## src/rtl/rv32i_pkg.sv

```systemverilog
// rtl/rv32i_pkg.sv - shared RV32I pipeline constants and types
// Purpose: constants and state encoding shared by the IF/ID stage and its helpers.
// Contents: NOP_INSTR (addi x0,x0,0), source-register field positions,
//           if_id_state_t FSM encoding.
package rv32i_pkg;

  localparam logic [31:0] NOP_INSTR = 32'h0000_0013;
  localparam int          RS1_LSB   = 15;
  localparam int          RS2_LSB   = 20;

  typedef enum logic [1:0] {
    RUN   = 2'd0,
    LU    = 2'd1,
    HOLD  = 2'd2,
    FLUSH = 2'd3
  } if_id_state_t;

endpackage

```

## src/rtl/hazard_detect.sv

```systemverilog
// rtl/hazard_detect.sv - combinational load-use hazard compare
// Purpose: flags when the instruction in ID reads the register a load in EX writes.
// Ports:
//   instr_d     in  32  instruction held in IF/ID
//   id_valid    in  1   IF/ID holds a real instruction
//   ex_mem_read in  1   instruction in EX is a load
//   ex_rd       in  5   destination register of instruction in EX
//   lu_hit      out 1   load-use hazard present
module hazard_detect
  import rv32i_pkg::*;
(
  input  logic [31:0] instr_d,
  input  logic        id_valid,
  input  logic        ex_mem_read,
  input  logic [4:0]  ex_rd,
  output logic        lu_hit
);

  logic [4:0] rs1;
  logic [4:0] rs2;

  assign rs1 = instr_d[RS1_LSB +: 5];
  assign rs2 = instr_d[RS2_LSB +: 5];

  // Opcode is deliberately ignored: instructions without rs1/rs2 may stall
  // spuriously, which costs a cycle but never breaks correctness.
  assign lu_hit = id_valid & ex_mem_read & (ex_rd != 5'd0) &
                  ((ex_rd == rs1) | (ex_rd == rs2));

  // Only the register fields participate in the compare.
  logic unused_instr_bits;
  assign unused_instr_bits = ^{instr_d[31:25], instr_d[14:0]};

endmodule

```

## src/rtl/if_id_stage.sv

```systemverilog
// rtl/if_id_stage.sv - IF/ID pipeline register with fetch control and hazard handling
// Purpose: captures fetch output into IF/ID and steers fetch (stall/redirect),
//          resolving EX redirects, load-use hazards and decode back-pressure.
// Ports:
//   clk, rst            clock, synchronous active-high reset
//   pc_f, instruction   PC and instruction presented by fetch
//   stall, pc_sel,      fetch control: hold PC / load pc_nxt
//   pc_nxt
//   ex_redirect,        taken branch/jump resolved in EX and its target
//   ex_target
//   ex_mem_read, ex_rd  load-in-EX information for load-use detection
//   id_ready            decode accepts IF/ID this cycle
//   id_valid, pc_d,     IF/ID register contents
//   instr_d
//   id_bubble           ID/EX must load a bubble this cycle
//   stall_cnt,          event counters (wrap around)
//   flush_cnt
module if_id_stage
  import rv32i_pkg::*;
#(
  parameter logic [31:0] RESET_PC = 32'h0000_0000,
  parameter logic [31:0] NOP      = NOP_INSTR,
  parameter int          CNT_W    = 32
) (
  input  logic             clk,
  input  logic             rst,
  input  logic [31:0]      pc_f,
  input  logic [31:0]      instruction,
  output logic             stall,
  output logic             pc_sel,
  output logic [31:0]      pc_nxt,
  input  logic             ex_redirect,
  input  logic [31:0]      ex_target,
  input  logic             ex_mem_read,
  input  logic [4:0]       ex_rd,
  input  logic             id_ready,
  output logic             id_valid,
  output logic [31:0]      pc_d,
  output logic [31:0]      instr_d,
  output logic             id_bubble,
  output logic [CNT_W-1:0] stall_cnt,
  output logic [CNT_W-1:0] flush_cnt
);

  if_id_state_t state_q;
  if_id_state_t state_nxt;

  logic lu_hit;
  logic lu_stall;
  logic do_load;
  logic do_flush;
  logic inc_stall;

  hazard_detect u_hazard_detect (
    .instr_d     (instr_d),
    .id_valid    (id_valid),
    .ex_mem_read (ex_mem_read),
    .ex_rd       (ex_rd),
    .lu_hit      (lu_hit)
  );

  // IF/ID holds the flush NOP in FLUSH, so nothing there can raise a hazard.
  // No suppression is needed in LU: EX then carries the bubble, so a repeated
  // hit can only come from a different load.
  assign lu_stall = lu_hit & (state_q != FLUSH);

  always_comb begin
    stall     = 1'b0;
    pc_sel    = 1'b0;
    pc_nxt    = 32'h0;
    id_bubble = 1'b0;
    do_load   = 1'b0;
    do_flush  = 1'b0;
    inc_stall = 1'b0;
    state_nxt = RUN;

    if (ex_redirect) begin
      // Redirect beats any stall: both wrong-path instructions are dropped.
      pc_sel    = 1'b1;
      pc_nxt    = ex_target;
      do_flush  = 1'b1;
      state_nxt = FLUSH;
    end else if (lu_stall) begin
      stall     = 1'b1;
      id_bubble = 1'b1;
      inc_stall = 1'b1;
      state_nxt = LU;
    end else if (id_valid && !id_ready) begin
      stall     = 1'b1;
      inc_stall = 1'b1;
      state_nxt = HOLD;
    end else begin
      do_load   = 1'b1;
      state_nxt = RUN;
    end
  end

  always_ff @(posedge clk) begin
    if (rst) begin
      state_q   <= RUN;
      id_valid  <= 1'b0;
      pc_d      <= RESET_PC;
      instr_d   <= NOP;
      stall_cnt <= '0;
      flush_cnt <= '0;
    end else begin
      state_q <= state_nxt;
      if (do_flush) begin
        id_valid  <= 1'b0;
        pc_d      <= ex_target;
        instr_d   <= NOP;
        flush_cnt <= flush_cnt + CNT_W'(1);
      end else if (do_load) begin
        id_valid <= 1'b1;
        pc_d     <= pc_f;
        instr_d  <= instruction;
      end
      if (inc_stall) begin
        stall_cnt <= stall_cnt + CNT_W'(1);
      end
    end
  end

endmodule

```

## config.mk

```make
export PLATFORM = sky130hd
export DESIGN_NAME = if_id_stage
export DESIGN_NICKNAME = d
export VERILOG_FILES = /design/src/rtl/rv32i_pkg.sv /design/src/rtl/hazard_detect.sv /design/src/rtl/if_id_stage.sv
export SDC_FILE = /design/constraint.sdc
export NUM_CORES = 1
export LEC_CHECK = 0
export CELL_PAD_IN_SITES_DETAIL_PLACEMENT = 0
export CELL_PAD_IN_SITES_GLOBAL_PLACEMENT = 2
export CORE_MARGIN = 1.5
export CORE_UTILIZATION = 24
export CTS_CLUSTER_DIAMETER = 50
export CTS_CLUSTER_SIZE = 10
export DETAILED_ROUTE_END_ITERATION = 8
export GPL_TIMING_DRIVEN = 0
export HOLD_SLACK_MARGIN = 0.06
export MAX_ROUTING_LAYER = met4
export PLACE_DENSITY = 0.82
export SYNTH_ARGS = -nofsm -noshare
export SYNTH_HDL_FRONTEND = slang
export SYNTH_SLANG_ARGS = --single-unit
```

## constraint.sdc

```tcl
create_clock -name clk -period 4.37 [get_ports clk]
set_input_delay 1.0925 -clock clk [delete_from_list [all_inputs] [get_ports clk]]
set_output_delay 1.0925 -clock clk [all_outputs]
set_load 0.05 [all_outputs]
```

# == Word level (Yosys, flattened, before mapping) ==
# Cells that the tools add are included.
# totals
input_bits,106
wordCells,36
ff_bits,131
out_inout_bits,164
# op_classes
n_bitwise,5
mux,15
n_eq_ne,3
reduce_logical,5
addsub,2
# ops
op,count
$mux 32,3
$add 32x1->32 const B,2
$eq 5x5->1,2
$mux 1,9
$mux 2,3
$reduce_bool 5->1,1
$and 1x1->1,4
$ne 2x2->1 const B,1
$reduce_bool 2->1,1
$reduce_or 2->1,1
$logic_and 1x1->1,1
$logic_not 1->1,1
$or 1x1->1,1

# == Logic depth before layout (Yosys ltp) ==
# Gate-level depths: netlist (run 1).
# logic_depth
ltp_word,8
ltp_mapped,9
depth_no_buf,6

# == Cells and area by module ==
# Synthesis (run 1) repeated with hierarchy kept, for this count alone.
# hier_totals
hier_cells,740
hier_area_um2,6019.5
# by_module_without_submodules
module,area_per_inst_um2,instances,seq_area_each_um2,cells_each
if_id_stage,5886.9,1,2622.5,723
hazard_detect,132.6,1,0.0,17

# == Worst setup path before layout (run 1) ==
# No wires, ideal clock.
# synth_timing
path_type,input -> output
startpoint,input ex_rd[4]
endpoint,output stall
arrival_time_ns,2.576
slack_ns,0.701
path_stages,8
required_time_ns,3.278
n_path_buf,2
path_cell_list,xnor2_1 > nand3_1 > o22ai_2 > a21oi_2 > or2_2 > clkbuf_1 > clkbuf_1 > inv_1
# synth_between
elab_chain_len,6
word_cells_on_any_way,9
classes_between,2 x eq/ne; 2 x mux; 4 x bitwise; 1 x reduce/logical
# synth_rtl
item,line_no,rtl
start: declaration,if_id_stage.sv:35,"input logic [4:0] ex_rd,"
$eq 5x5->1 or $reduce_bool 5->1 (tied branches),"hazard_detect.sv:28, hazard_detect.sv:27",
$or 1x1->1 or $and 1x1->1 (tied branches),"hazard_detect.sv:28, hazard_detect.sv:27",
$and 1x1->1 *,hazard_detect.sv:27,assign lu_hit = id_valid & ex_mem_read & (ex_rd != 5'd0) &
$and 1x1->1 *,if_id_stage.sv:65,assign lu_stall = lu_hit & (state_q != FLUSH);
$mux 1 *,if_id_stage.sv:83,end else if (lu_stall) begin
$mux 1 *,if_id_stage.sv:77,if (ex_redirect) begin
end: declaration,if_id_stage.sv:29,"output logic stall,"
# Every way passes the cells marked *; elsewhere a longest branch is shown, timed or not.

# == Final worst setup path (run 1) ==
# Ends and elaborated chain as after synthesis.

==> results of run 1 <==
[critical path, stage by stage]
cell,delay (ns)
sky130_fd_sc_hd__clkdlybuf4s50_1,0.55
sky130_fd_sc_hd__xnor2_1,0.14
sky130_fd_sc_hd__nand3_1,0.11
sky130_fd_sc_hd__o22ai_2,0.22
sky130_fd_sc_hd__a21oi_2,0.12
sky130_fd_sc_hd__or2_2,0.29
sky130_fd_sc_hd__clkbuf_2,0.17
sky130_fd_sc_hd__clkbuf_8,0.21
sky130_fd_sc_hd__inv_1,0.08
sky130_fd_sc_hd__buf_6,0.16
[final cells by class]
| cell class | count | area, um^2 | area share [%] |
|---|---|---|---|
| Buffer | 56 | 269.0 | 2.806 |
| Clock buffer | 18 | 429.2 | 4.477 |
| Clock inverter | 14 | 128.9 | 1.344 |
| Inverter | 7 | 26.28 | 0.2741 |
| Multi-Input combinational cell | 511 | 3007 | 31.36 |
| Sequential cell | 131 | 2623 | 27.36 |
| Tap cell | 324 | 405.4 | 4.229 |
| Timing Repair Buffer | 269 | 2699 | 28.15 |
[per-stage QoR]
stage | setup slack (ns) | hold WS (ns) | setup TNS, ns | util, % | cells
after global routing | 0.007362 | 0.4784 | 0 | 39.54 | 1330
after global placement | -0.8893 | 0.4435 | -2.203 | 37.11 | 1297
after detailed placement | -0.9075 | 0.4497 | -2.199 | 37.11 | 1297
final | 0.1242 | 0.4564 | 0 | 39.54 | 1330
after CTS | 0.01855 | 0.4583 | 0 | 39.46 | 1329
after floorplan | 0.7013 | 0.6706 | 0 | - | 705
[final timing paths]
path	start	cells after the start	slack, ns	endpoint
min reg2reg	instr_d[7]	2	0.46	instr_d[7]
max	ex_rd[4]	10	0.12	stall
min	instr_d[7]	2	0.46	instr_d[7]
max reg2reg	instr_d[16]	8	2.11	instr_d[17]
[cell families after synthesis]
family | Yosys count
DFF | 131
adders and majority gates | 2
buffers and inverters | 63
AOI/OAI and AO/OA | 162
and+or+nand+nor | 303
xor gates and xnor gates | 39
muxes | 5
[placed cells by master, fill, tap and decap left out, types with 5 or more instances in the layout]
cell	Yosys	routed
sky130_fd_sc_hd__inv_1	5	5
sky130_fd_sc_hd__or3_1	6	6
sky130_fd_sc_hd__clkbuf_1	39	35
sky130_fd_sc_hd__xor2_1	18	18
sky130_fd_sc_hd__a211oi_1	32	32
sky130_fd_sc_hd__buf_2	7	7
sky130_fd_sc_hd__xnor2_1	21	21
sky130_fd_sc_hd__clkdlybuf4s50_1	0	264
sky130_fd_sc_hd__nor2b_1	8	8
sky130_fd_sc_hd__and2_1	34	34
sky130_fd_sc_hd__nand2_1	56	56
sky130_fd_sc_hd__nand3_1	50	50
sky130_fd_sc_hd__inv_6	0	5
sky130_fd_sc_hd__clkbuf_16	0	17
sky130_fd_sc_hd__nor3_1	39	39
sky130_fd_sc_hd__nor2_1	46	46
sky130_fd_sc_hd__nand4_1	13	13
sky130_fd_sc_hd__and3_1	9	9
sky130_fd_sc_hd__a21oi_1	68	68
sky130_fd_sc_hd__o21ai_0	36	36
sky130_fd_sc_hd__or4_1	23	23
sky130_fd_sc_hd__o31ai_1	23	23
sky130_fd_sc_hd__dfxtp_1	131	131
[registers in the layout, indices dropped and copies added (netlist names)]
name       cells
state_q        2
stall_cnt     32
flush_cnt     32
pc_d          32
instr_d       32
id_valid       1
[power breakdown]
group	switching [uW]	leakage, uW	internal, uW	total, uW
Combinational	342	0.00191	216	558
Sequential	22.6	0.00107	1230	1250
Clock	598	0.000268	789	1390
Total	963	0.00324	2240	3200
[layer usage]
metal / GRT usage [%] / vias up / wire (um)
met5: - / - / 0
met4: 4.588 / 0 / 215
met3: 5.766 / 17 / 1634
met2: 30.31 / 205 / 11120
met1: 22.93 / 2884 / 10190
li1: - / 3119 / -
[timing repair]
| action | 4_1_cts | 5_1_grt |
|---|---|---|
| setup endpoints to repair | 6 | 2 |
| pin swaps | 0 | 1 |
| gates resized for setup | 13 | 4 |
| buffers inserted | 0 | 1 |
==> results list, run 1 <==
- Run status: completed
- For this design the ratio of total power to cell area is 333.7 nW/um^2.
* Combinational family with the most area after synthesis: simple AND/OR/NAND/NOR gates
* WL final: 23.16 mm
- Proportion of synthesized chip area in sequential cells: 44.38%
* Placer's final routability congestion estimate: 0.7798
- Share of synthesized cell area in full adder, half adder and majority cells: 0.4235%
- Die Outline Area: 25,570 um^2
* Number of distinct standard cells referenced by the synthesized netlist: 45
- Die height: 159.9 um
- CTS sink cnt: 131
* Post-detail-place hpwl: 17.34 mm
- The clock reaches the later pin of the worst-skew pair after 0.43 ns.
- In the routed layout, each cell is associated on average with a via count of 4.680.
- Synth top area share: 44.38%
* Post-Synthesis Cell Area: 5909 um^2
- Min-Delay Path Class: reg2reg
- Max-cap violations in this run came to 0.
- STA puts the critical path data arrival time at 3.15 ns.
- Count of hold buffers inserted by post-cts repair: 0
- In this run the count of I/O pins placed on the die edge is 270.
- CTS Buffer Depth: 2
* Crit share post-route: 97.16%
* Proportion of synthesized flip-flops having asynchronous set or reset: 0%
* Final nets: 1,101
- Entering global routing, the biggest net connects 17 pins.
* Count of final hold-check violations: 0
- Most instantiated flip-flop cell in the synthesis netlist: sky130_fd_sc_hd__dfxtp_1
- Crit Path Max Fanout: 10
- Post-synthesis cell count: 705
- Cell at the root of the clock tree: sky130_fd_sc_hd__clkbuf_16
* Post-layout minimum cycle time: 4.246 ns
- Cells with a size suffix above 1 make up 6.859% of the layout.
- Core Footprint: 24,250 um^2
- For this block, the initial DRC count from the detailed router was 329.
- The number of pins with negative max-slew slack in the final report came to 0.
- Critical Path Start Type: primary input
- Max frequency: 235.5 MHz
- sky130_fd_sc_hd__dfxtp_1 takes more of the synthesized area than any other cell.
* Fraction of the mapped netlist area in compound gates: 16.37%
- IR analysis of the VDD net gives a maximum drop of 0.1824 mV.
- The floorplan has 57 rows.
- Wire length of the first global-routing pass: 35.82 mm
- Number of global-route vias before repair: 6,285
* Most area-consuming cells after synthesis: sky130_fd_sc_hd__dfxtp_1 (44%), sky130_fd_sc_hd__a21oi_1 (5.8%), sky130_fd_sc_hd__nand3_1 (4.2%), sky130_fd_sc_hd__a211oi_1 (4.1%), sky130_fd_sc_hd__and2_1 (3.6%)
- Data required, critical path: 3.28 ns
* Multiplexer share of the synthesized area: 0.9316%
* GR Util All Layers: 18.80%
- TritonCTS built the clock tree.
* ANT nets after route: 0
* Antenna fix cells: 0
- Fraction of synthesized cell area in xor and xnor cells: 5.780%
- For this run, the detailed router's first-pass iteration total came to 5.
- The final route contains 6,225 vias.
- The layout has 2,517 filler cells.
* Total power draw: 3199 uW
- Most numerous cell types in the synthesized netlist: sky130_fd_sc_hd__dfxtp_1 (131), sky130_fd_sc_hd__a21oi_1 (68), sky130_fd_sc_hd__nand2_1 (56)
- For the pin with the worst max-slew slack, the measured transition is 0.8046 ns.
- Die extent in x: 159.9 um
- Number of remaining DRC errors: 0
- Clock transition at path regs: 0.06 ns
- Most used standard cell by instance count after synthesis: sky130_fd_sc_hd__dfxtp_1
* Design Area, Final: 9587 um^2
- Routed length per instance: 17.41 um
- Count of state elements after synthesis: 131
* Relative max-transition margin: 46.36%
- The number of antenna violations at the first check in global routing is 0.
- CP Class: in2out
- Once the floorplan was initialized, standard cells occupied 24.37% of the core.
- After Yosys synthesis, and, or, nand and nor cells account for 27.38% of the synthesized area.
- Setup repair after global routing missed its margin: no
* Layout Skew: 0.01825 ns
- Setup violations remaining at the end of the flow were counted as 0.
* Number of enable-type register cells in the synthesized netlist: 0
- Number of warnings reported in the yosys synthesis log: 0
* Area growth, synth to finish: 62.23%
- After global routing the overflow that remains totals 0.
* Kind of capture point of the worst setup path: output port
* Number of port buffers: 268
- A synthesized cell averages 8.382 um^2.
- For this design the static power due to leakage is 0.003243 uW.
- H-tree Lvls: 4
- Placement Cell Area: 8997 um^2
- Post-Syn Nets: 813
- Num CTS Buffers: 17
Note: power is estimated with default switching activity, not from simulation.
==> run 2, diff against run 1 <==
--- a/config.mk
+++ b/config.mk
@@ -21 +21,2 @@
 export SYNTH_SLANG_ARGS = --single-unit
+export TNS_END_PERCENT = 30
--- a/constraint.sdc
+++ b/constraint.sdc
@@ -3,2 +3,2 @@
 set_output_delay 1.0925 -clock clk [all_outputs]
-set_load 0.05 [all_outputs]
+set_load 0.1 [all_outputs]
==> run 2 against run 1 <==
Against the previous run: cell count about the same; die area unchanged; cell area about the same; combinational power up 34%.
==> results list, run 2 (synthesized netlist as in run 1, its figures left out) <==
* Run status: completed
- TritonCTS built the clock tree.
- The number of fill cells came to 2,520 (+0.12%).
- The final HPWL from detailed placement came to 17.34 mm (unchanged).
- Max capacitance violation total: 0 (unchanged)
* Min-Delay Path Class: reg2reg
- Setup repair after global routing left no endpoint under its margin.
- IO Count: 270 (unchanged)
- The data required time of the worst path is 3.28 ns (about the same).
- The data arrival time of the critical path was 3.13 ns (-0.02 ns).
- Finish-stage setup viols: 0 (unchanged)
- Core Footprint: 24,250 um^2 (unchanged)
- Crit Path Max Fanout: 10 (unchanged)
- The vias after detailed routing was 6,225 (unchanged).
- The library cells used most frequently in the layout, excluding fill and tap cells, are sky130_fd_sc_hd__clkdlybuf4s50_1 (261), sky130_fd_sc_hd__dfxtp_1 (131), sky130_fd_sc_hd__a21oi_1 (68).
- The CTS sink count was 131 (unchanged).
* Die extent in x: 159.9 um (unchanged)
* Cell Rows: 57 (unchanged)
- Ratio of cells with drive above 1 in the final layout: 6.866% (about the same)
* Path depth of the worst reg2reg path: 8 (unchanged)
- Layout Skew: 0.01699 ns (-0.001260 ns)
- Cell at the root of the clock tree: sky130_fd_sc_hd__clkbuf_16
- Post-layout minimum cycle time: 4.219 ns (-0.02664 ns)
- Terminating pin of the worst hold path: instr_d[7]
- The total die area came to 25,570 um^2 (unchanged).
- Number of remaining DRC errors: 0 (unchanged)
- Number of global-route vias before repair: 6,286 (+0.016%)
* CTS Buffer Depth: 2 (unchanged)
- Area growth, synth to finish: 62.08% (about the same)
- IR Drop Worst-Case VDD: 0.1807 mV (-0.91%)
- The number of pins with negative max-slew slack in the final report is 0 (unchanged).
* Number of vias per cell: 4.684 (about the same)
* Remaining Overflow, GRT: 0 (unchanged)
- The static power due to leakage is 0.003228 uW (-0.47%).
- PwrDens: 353.4 nW/um^2 (+5.9%)
- The initial core utilization is 24.37% (unchanged).
* Most common library cell in the layout ignoring fill and taps: sky130_fd_sc_hd__clkdlybuf4s50_1
* Kind of capture point of the worst setup path: output port
* Number of port buffers: 268 (unchanged)
* Routed length per instance: 17.40 um (about the same)
- H-tree Lvls: 4 (unchanged)
* Transition at the pin with the smallest max-transition slack: 1.059 ns (+0.2546 ns)
* Antenna violations before repair: 0 (unchanged)
- Register-to-register setup slack: 2.10 ns (about the same)
- CP Class: in2out
- STA classifies the critical path startpoint as a primary input.
* Antenna fix cells: 0 (unchanged)
- Largest net degree at the start of global routing: 17 (unchanged)
- The clock latency on the worst-skew pair came to 0.43 ns (about the same).
- Wire length of the first global-routing pass: 35.82 mm (about the same)
- Endpoint of the lowest-slack register-to-register path: instr_d[17]
- Max frequency: 237.0 MHz (+0.63%)
* Placer's final routability congestion estimate: 0.7798 (unchanged)
- Clock transition at path regs: 0.06 ns (about the same)
- Relative max-transition margin: 29.17% (-17 points)
* Final nets: 1,100 (-0.091%)
- The final cell utilization of the core came to 39.50% (about the same).
- Die height: 159.9 um (unchanged)
- The TritonCTS buffer count is 17 (unchanged).
- ANT nets after route: 0 (unchanged)
* Initial DRC count: 312 (-5.2%)
* Worst reg2reg path startpoint: instr_d[16]
- Hold Path Origin: instr_d[7]
- The total routing usage reported by global routing is 18.81% (about the same).
* Crit share post-route: 96.55% (-0.61 points)
* Cell depth of the worst hold path: 2 (unchanged)
- The number of hold violations in the final report was 0 (unchanged).
- The number of detailed-route iterations in the first pass is 4 (-1).
- The sum of routed wire length over all layers is 23.12 mm (-0.14%).
* Total power draw: 3385 uW (+5.8%)
run 2: cell types whose count changed in the layout (fill, tap and decap cells not counted), sizes merged:
cell and delta:
clkbuf -1, clkdlybuf4s15 +2, clkdlybuf4s50 -3, dlygate4sd2 +3, dlymetal6s2s -2
run 2: stage by stage:
stage          hold slack (ns)  setup WS (ns)  instances  cell area [um^2]  setup TNS [ns]
6_report                0.4565         0.1508       1329              9578               0
5_1_grt                 0.4784        0.02435       1329              9578               0
4_1_cts                 0.4583        0.04217       1328              9568               0
3_5_place_dp            0.4497         -1.205       1297              8997          -4.091
3_3_place_gp            0.4435         -1.207       1297              8997          -4.114
2_1_floorplan           0.6706         0.2023        705              5909               0
run 2: how the worst max path moves through the flow:
stage                      startpoint          to  slack (ns)  depth (start not counted)
after CTS                 ex_redirect  pc_nxt[17]        0.04                          4
after global routing         ex_rd[3]       stall        0.02                          9
after global placement       ex_rd[3]       stall       -1.21                         10
after detailed placement     ex_rd[3]       stall       -1.21                         10
final                        ex_rd[4]       stall        0.15                          9
after floorplan           ex_redirect   id_bubble        0.20                          5
run 2: power by group:
| part | switching [uW] | internal [uW] | total, uW |
|---|---|---|---|
| logic | 535 | 215 | 749 |
| registers | 22.6 | 1230 | 1250 |
| clock network | 593 | 789 | 1380 |
run 2: cell type report:
cell class              instances  area, um^2  area share, %
multi-input cells             511        3007          31.39
repair buffers                269        2695          28.14
flip-flops and latches        131        2623          27.38
clock buffers                  18       429.2          4.481
well taps                     324       405.4          4.233
plain buffers                  55       264.0          2.756
clock inverters                14       128.9          1.346
inverters                       7       26.28         0.2743
run 2: what timing repair did:
item,in CTS,in global routing
hold buffers,0,0
endpoints found under the setup margin,7,2
buffers inserted,0,1
gates resized for setup,22,1
pin swaps,0,1
run 2: critical path: stages:
cell and delay [ns]:
sky130_fd_sc_hd__clkdlybuf4s50_1 0.55, sky130_fd_sc_hd__xnor2_1 0.14, sky130_fd_sc_hd__nand3_1 0.11, sky130_fd_sc_hd__o22ai_2 0.22, sky130_fd_sc_hd__a21oi_2 0.12, sky130_fd_sc_hd__or2_2 0.37
sky130_fd_sc_hd__clkbuf_8 0.22, sky130_fd_sc_hd__inv_1 0.10, sky130_fd_sc_hd__buf_8 0.21
run 2: routing by layer:
| layer | GRT usage, % | vias up | routed length [um] |
|---|---|---|---|
| met2 | 30.31 | 193 | 11120 |
| met3 | 5.792 | 12 | 1514 |
| li1 | - | 3116 | - |
| met1 | 22.93 | 2904 | 10290 |
| met4 | 4.588 | 0 | 193 |
| met5 | - | - | 0 |
